**src/rtl/dma_channel_regfile.sv**
```systemverilog
// Register file for a multi-channel DMA controller: per-channel base/current address and count, modes, status, byte-serial CPU access.
// Optional autoinit reload on terminal count is compiled in when DMA_REGFILE_AUTOINIT_EN is defined.
module dma_channel_regfile #(
  parameter int NUM_CH = 4,
  parameter int AW     = 16,
  localparam int CHW   = $clog2(NUM_CH)
) (
  input  logic                CLK,
  input  logic                RESET,
  input  logic                CS_N,
  input  logic                IOR_N,
  input  logic                IOW_N,
  input  logic [CHW+1:0]      A,
  input  logic [7:0]          DB_IN,
  output logic [7:0]          DB_OUT,
  output logic                DB_OE,
  input  logic                programCondition,
  input  logic                step,
  input  logic [CHW-1:0]      stepCh,
  output logic [AW-1:0]       curAddr,
  output logic                tcPulse,
  output logic [CHW-1:0]      tcCh,
  output logic [NUM_CH*8-1:0] modeOut
);

  localparam int NB  = AW / 8;
  localparam int BPW = (NB > 2) ? 2 : 1;

  logic [AW-1:0]     base_addr [NUM_CH];
  logic [AW-1:0]     base_cnt  [NUM_CH];
  logic [AW-1:0]     cur_addr  [NUM_CH];
  logic [AW-1:0]     cur_cnt   [NUM_CH];
  logic [7:0]        mode      [NUM_CH];
  logic [7:0]        command;
  logic [NUM_CH-1:0] tc;
  logic [BPW-1:0]    bp;
  logic              iow_prev;
  logic              ior_prev;

  logic              access;
  logic              wr_fire;
  logic              rd_fire;
  logic [CHW:0]      offset;
  logic [CHW-1:0]    sel_ch;
  logic [CHW-1:0]    mode_ch;
  logic              sel_valid;
  logic              mode_valid;
  logic              chan_wr;
  logic              chan_rd;
  logic              cmd_wr;
  logic              stat_rd;
  logic              mode_wr;
  logic              clr_bp;
  logic              mclr;
  logic              step_valid;
  logic              step_tc;
  logic [NUM_CH-1:0] tc_set;
  logic [BPW-1:0]    bp_next;
  logic [AW-1:0]     rd_word;

  // Strobes act only on their falling edge, seen against last cycle's level.
  assign access  = programCondition & ~CS_N;
  assign wr_fire = access & ~IOW_N & iow_prev;
  assign rd_fire = access & ~IOR_N & ior_prev;

  assign offset     = A[CHW:0];
  assign sel_ch     = A[CHW:1];
  assign mode_ch    = DB_IN[CHW-1:0];
  assign sel_valid  = 32'(sel_ch) < NUM_CH;
  assign mode_valid = 32'(mode_ch) < NUM_CH;

  assign chan_wr = wr_fire & ~A[CHW+1] & sel_valid;
  assign chan_rd = rd_fire & ~A[CHW+1] & sel_valid;
  assign cmd_wr  = wr_fire & A[CHW+1] & (offset == (CHW+1)'(0));
  assign stat_rd = rd_fire & A[CHW+1] & (offset == (CHW+1)'(0));
  assign mode_wr = wr_fire & A[CHW+1] & (offset == (CHW+1)'(1)) & mode_valid;
  assign clr_bp  = wr_fire & A[CHW+1] & (offset == (CHW+1)'(2));
  assign mclr    = wr_fire & A[CHW+1] & (offset == (CHW+1)'(3));

  // A CPU write to the stepping channel takes the whole cycle; the step is dropped.
  assign step_valid = step & (32'(stepCh) < NUM_CH) & ~(chan_wr & (sel_ch == stepCh));
  assign step_tc    = step_valid & (cur_cnt[stepCh] == '0);
  assign tc_set     = step_tc ? (NUM_CH'(1) << stepCh) : '0;

  assign bp_next = (32'(bp) == NB - 1) ? '0 : bp + 1'b1;
  assign DB_OE   = ~CS_N & ~IOR_N & programCondition;

  always_comb begin
    rd_word = '0;
    curAddr = '0;
    if (sel_valid) rd_word = A[0] ? cur_cnt[sel_ch] : cur_addr[sel_ch];
    if (32'(stepCh) < NUM_CH) curAddr = cur_addr[stepCh];
  end

  for (genvar i = 0; i < NUM_CH; i++) begin : g_mode
    assign modeOut[i*8 +: 8] = mode[i];
  end

  always_ff @(posedge CLK) begin
    if (RESET || mclr) begin
      for (int i = 0; i < NUM_CH; i++) begin
        base_addr[i] <= '0;
        base_cnt[i]  <= '0;
        cur_addr[i]  <= '0;
        cur_cnt[i]   <= '0;
        mode[i]      <= '0;
      end
      command  <= '0;
      tc       <= '0;
      bp       <= '0;
      DB_OUT   <= '0;
      tcPulse  <= 1'b0;
      tcCh     <= '0;
      iow_prev <= 1'b1;
      ior_prev <= 1'b1;
    end else begin
      iow_prev <= IOW_N;
      ior_prev <= IOR_N;
      tcPulse  <= step_tc;
      if (step_tc) tcCh <= stepCh;
      // A terminal count arriving with a status read survives the clear.
      tc <= (stat_rd ? '0 : tc) | tc_set;

      if (step_valid) begin
`ifdef DMA_REGFILE_AUTOINIT_EN
        if (step_tc && mode[stepCh][3]) begin
          cur_addr[stepCh] <= base_addr[stepCh];
          cur_cnt[stepCh]  <= base_cnt[stepCh];
        end else
`endif
        begin
          cur_addr[stepCh] <= mode[stepCh][4] ? cur_addr[stepCh] - 1'b1 : cur_addr[stepCh] + 1'b1;
          cur_cnt[stepCh]  <= cur_cnt[stepCh] - 1'b1;
        end
      end

      if (chan_wr) begin
        if (A[0]) begin
          base_cnt[sel_ch][{bp, 3'b000} +: 8] <= DB_IN;
          cur_cnt[sel_ch][{bp, 3'b000} +: 8]  <= DB_IN;
        end else begin
          base_addr[sel_ch][{bp, 3'b000} +: 8] <= DB_IN;
          cur_addr[sel_ch][{bp, 3'b000} +: 8]  <= DB_IN;
        end
      end

      if (mode_wr) mode[mode_ch] <= {DB_IN[7:3], 3'b000};
      if (cmd_wr) command <= DB_IN;

      if (clr_bp) bp <= '0;
      else if (chan_wr || chan_rd) bp <= bp_next;

      if (chan_rd) DB_OUT <= rd_word[{bp, 3'b000} +: 8];
      else if (stat_rd) DB_OUT <= 8'(tc);
    end
  end

endmodule

```
**config.mk**
```make
export PLATFORM = sky130hd
export DESIGN_NAME = dma_channel_regfile
export DESIGN_NICKNAME = d
export VERILOG_FILES = /design/src/rtl/dma_channel_regfile.sv
export SDC_FILE = /design/constraint.sdc
export NUM_CORES = 1
export LEC_CHECK = 0
export CORE_UTILIZATION = 53
export DETAILED_ROUTE_END_ITERATION = 8
export PLACE_DENSITY_LB_ADDON = 0.05
export SYNTH_ARGS = -nofsm -noshare
export SYNTH_HDL_FRONTEND = slang
export SYNTH_SLANG_ARGS = --single-unit
```
**constraint.sdc**
```tcl
create_clock -name CLK -period 4.8 [get_ports CLK]
set_clock_uncertainty 0.05 [all_clocks]
set_input_delay 0.72 -clock CLK [delete_from_list [all_inputs] [get_ports CLK]]
set_output_delay 0.72 -clock CLK [all_outputs]
set_load 0.02 [all_outputs]
```
# Word-level counts from Yosys, hierarchy flattened
# Memory sizes are Yosys's and may differ from the RTL's.
# Index checks and enable logic that the tools add are counted.
[op_classes]
addsub = 5
eq_ne = 4
shifts = 4
n_mux = 38
bitwise = 24
reduce_logical = 11
[op_table]
columns = ["cell", "n"]
rows = [
  ["two-way mux 16 bit", 10],
  ["OR reduction 16 bit", 4],
  ["subtractor 16 x 1 -> 16 bit (second input constant)", 2],
  ["AND 1 bit", 18],
  ["two-way mux 1 bit", 18],
  ["adder 16 x 1 -> 16 bit (second input constant)", 1],
  ["logical NOT 16 bit", 1],
  ["two-way mux 8 bit", 2],
  ["variable shift 8 x 6 -> 16 bit (first input constant)", 1],
  ["indexed part select 16 x 5 -> 8 bit", 1],
  ["indexed part select 8 x 6 -> 16 bit", 1],
  ["two-way mux 2 bit", 5],
  ["two-way mux 4 bit", 2],
  ["equality test 3 x 2 -> 1 bit (second input constant)", 2],
  ["negation 4 -> 6 bit", 1],
  ["two-way mux 5 bit", 1],
  ["NOT 1 bit", 5],
  ["OR reduction 5 bit", 1],
  ["bitwise OR 4 bit", 1],
  ["left shift 1 x 2 -> 4 bit (first input constant)", 1],
  ["equality test 3 x 1 -> 1 bit (second input constant)", 1],
  ["logical NOT 3 bit", 1],
  ["equality test 2 bit", 1],
  ["logical OR 1 bit", 2],
  ["3 further kinds", 3],
]
[totals]
regBits = 18
ramBits = 148
in_bits = 21
output_inout_bits = 60
memories = 3
[memory_table]
columns = ["memory", "depth", "word_bits", "read_ports", "rd_ports_with_merged_regs", "write_ports", "line", "text"]
rows = [
  ["cur_addr", 4, 16, 2, 0, 4, "31", "logic [AW-1:0] cur_addr [NUM_CH];"],
  ["cur_cnt", 4, 16, 2, 0, 4, "32", "logic [AW-1:0] cur_cnt [NUM_CH];"],
  ["mode", 4, 5, 5, 0, 4, "33", "logic [7:0] mode [NUM_CH];"],
]

# Logic depth before layout (Yosys ltp)
[logic_depth]
depth_word = 13
ltp_mapped = 14

# Worst setup path before layout
# Ideal clock, no wire load.
[synth_path]
kind = "in2reg"
from = "input port stepCh[0]"
to = "memory cur_addr[0][13] (data pin)"
setup_time_ps = 133
arrival_ps = 4662
required_time_ps = 4617
slack_ps = -44
path_stages = 14
path_buffers = 6
path_cell_list = "buf_6 buf_6 buf_4 buf_1 buf_2 mux4_2 ha_1 clkbuf_1 nand2_1 o21ai_0 mux2_2 a211o_1 a311oi_1 a22o_1"
[synth_rtl]
columns = ["item", "line", "text"]
rows = [
  ["start: declaration", "19", "input logic [CHW-1:0] stepCh,"],
  ["end: declaration", "31", ""],
]

==> results_dict.tcl <==
set metrics [dict create \
    avgSynthCellArea_um2 12.06 \
    synth_area_leaders "edfxtp_1 45%, mux4_2 16%, nand2_1 4.3%, a22o_1 4.0%, dfxtp_1 3.6%" \
    post-route-period-util_pct 80.75 \
    cts_tree "built" \
    cts_hold_buffers 0 \
    leakagePower_uw 0.004012 \
    grt_max_degree 38 \
    async_flop_share_pct 0 \
    synth-seq-cells 166 \
    rsz0062_at_grt "no" \
    clock-sinks 166 \
    finalSetupViolCount 0 \
    totalWireLength_um 29680 \
    placed_cell_area_um2 10850 \
    max-cap-violations 0 \
    status "completed" \
    synth_cells 828 \
    finalCriticalPeriod_ns 3.876 \
    die-area_um2 19390 \
    fin_cells 1120 \
    std_cell_rows 49 \
    crit_arrival_ns 4.13 \
    yosysTopAreaCell "edfxtp_1" \
    io_pins 81 \
    port_buffers 68 \
    final_cell_mix "148 x edfxtp_1, 114 x nand2_1, 72 x mux4_2" \
    ant_nets 0 \
    start_util_pct 54.84 \
    dpl.cell_count 1088 \
    cp_cell_sequence "buf_2 > buf_4 > mux4_2 > ha_1 > and3_1 > a221o_1 > a311oi_1 > o31ai_1 > xor2_1 > a22o_1" \
    fin_area_um2 11440 \
    powerDensity_nw_per_um2 335.0 \
    max_slew.worst_pin.slew_ns 1.089 \
    hold_violations 0 \
    clock.fmax_mhz 258.0 \
    grt_pass1_vias 7345 \
    synth.top_cell.area_share_pct 44.51 \
    routedWlPerCell_um 26.50 \
    cpMaxStageDelayCell "mux4_2" \
    max-vdd-ir-drop_mv 0.2488 \
    viasPerCell 6.760 \
    hpwl_um 20800 \
    synth_enable_flop_cells 148 \
    area_delta_synth_final_pct 14.57 \
    ys.flop_type "edfxtp_1" \
    clk_latency_ns 0.44 \
    ys_seq_area_share_pct 48.11 \
    htreeDepth 4 \
    postCtsSetupRepairBufs 0 \
    cts_resized 0 \
    die_h_um 139.3 \
    gp_congestion 0.8794 \
    end_kind "register" \
    diodes 0 \
    vias 7571 \
    die_w_um 139.3 \
    ctsLongestPathBuffers 2 \
    worstSetupStartpointType "primary input" \
    regToRegSetupSlack_ns 1.13 \
    detail_route.iter0.violations 647 \
    ys_types 61 \
    drive_above_1_share_pct 17.96 \
    path_class "primary input to register" \
    nFillCells 1419 \
    crit_fanout 10 \
    hp-class "register to register" \
    crit_family "compound AO/OA/AOI/OAI gates" \
    setup_slack_ns 0.9239 \
    final_common_cell "edfxtp_1" \
    core-area_um2 18210 \
    cts_buffers 17 \
    drc 0 \
    dp_slack_ns 0.5693 \
    grt_pass1_wl_um 45170 \
    fin_tns_setup_ns 0 \
    gr-total-overflow 0 \
    cts_root_buf "clkbuf_16" \
    final-max-slew-violation-count 0 \
    cp.required_ns 5.05 \
    ys_warn_count 0 \
    path_buf_inv 2 \
    grt_use_total_pct 31.90 \
    fin_nets 916 \
    slew_headroom_pct 27.18 \
    syn_area_um2 9986 \
    firstDrtPassIters 5 \
    worst_path_largest_cell_delay_ns 0.60 \
    clk_pin_slew_ns 0.07 \
    grt_antenna_before_repair 0 \
]
cells in the mapped netlist (10+ instances only):
cell,instances
or3_1,20
o21ai_0,67
nor2_1,40
buf_2,10
o31ai_1,16
a22o_1,46
nor3_1,10
edfxtp_1,148
xnor2_1,15
ha_1,16
dfxtp_1,18
a21oi_1,17
and2_1,24
nand2_1,114
mux4_2,72
buf_4,13
clkbuf_1,42
xor2_1,13
sequential cells by signal (all words and copies together), names as in the netlist:
register  cells
iow_prev      1
tc            4
cur_addr     64
tcPulse       1
ior_prev      1
cur_cnt      64
tcCh          2
mode         20
DB_OUT        8
bp            1
routing by layer:
layer | global-route usage [%] | vias to the layer above | share of wire [%]
met5 | 0 | - | 0
met4 | 9.415 | 0 | 2.2
met3 | 8.362 | 42 | 10
met2 | 49.25 | 450 | 46
met1 | 44.56 | 3785 | 41
li1 | - | 3294 | -
worst min-delay path, stage by stage (launching register included):
cell	delay [ns]
dfxtp_1	0.32
nand2_1	0.07
a21oi_2	0.04
per-stage QoR:
step | hold slack, ns | total power [uW] | util (%)
6_report | 0.4187 | 3833 | 62.83
5_1_grt | 0.4439 | 3949 | 62.83
4_1_cts | 0.4224 | 3831 | 62.83
3_5_place_dp | 0.4102 | 2459 | 59.60
3_3_place_gp | 0.4017 | 2441 | 59.60
2_1_floorplan | 0.3911 | 2213 | -
final cells by class:
class	count	area, um2	share of cell area, %
Clock buffer	17	425.4	3.718
Clock inverter	15	163.9	1.433
Inverter	9	33.78	0.2953
Multi-Input combinational cell	589	4846	42.36
Sequential cell	166	4805	41.99
Tap cell	229	286.5	2.504
Timing Repair Buffer	95	880.8	7.699
kinds of logic after synthesis:
| kind of cell | count (synthesis) | synth area share, % |
|---|---|---|
| flops | 166 | 48.11 |
| other cells | 1 | 0.03755 |
| buf+inv | 84 | 3.922 |
| simple gates | 261 | 13.26 |
| mux | 79 | 16.97 |
| fa+ha+maj | 17 | 2.205 |
| xor+xnor | 28 | 2.456 |
| compound gates | 192 | 13.04 |
power by group:
| part | internal [uW] | leakage (uW) | switching (uW) |
|---|---|---|---|
| registers | 1660 | 0.00170 | 41.6 |
| logic | 289 | 0.00203 | 451 |
| clock network | 741 | 0.000286 | 650 |
| total | 2690 | 0.00401 | 1140 |
worst paths after layout:
path | cells after the start | from | to
worst max-delay path | 10 | stepCh[0] | cur_addr[0][14]
worst min-delay path | 2 | tc[0] | tc[0]
worst max register to register | 8 | mode[1][1] | cur_addr[0][14]
worst min register to register | 2 | tc[0] | tc[0]
Note: power is estimated with default switching activity, not from simulation.
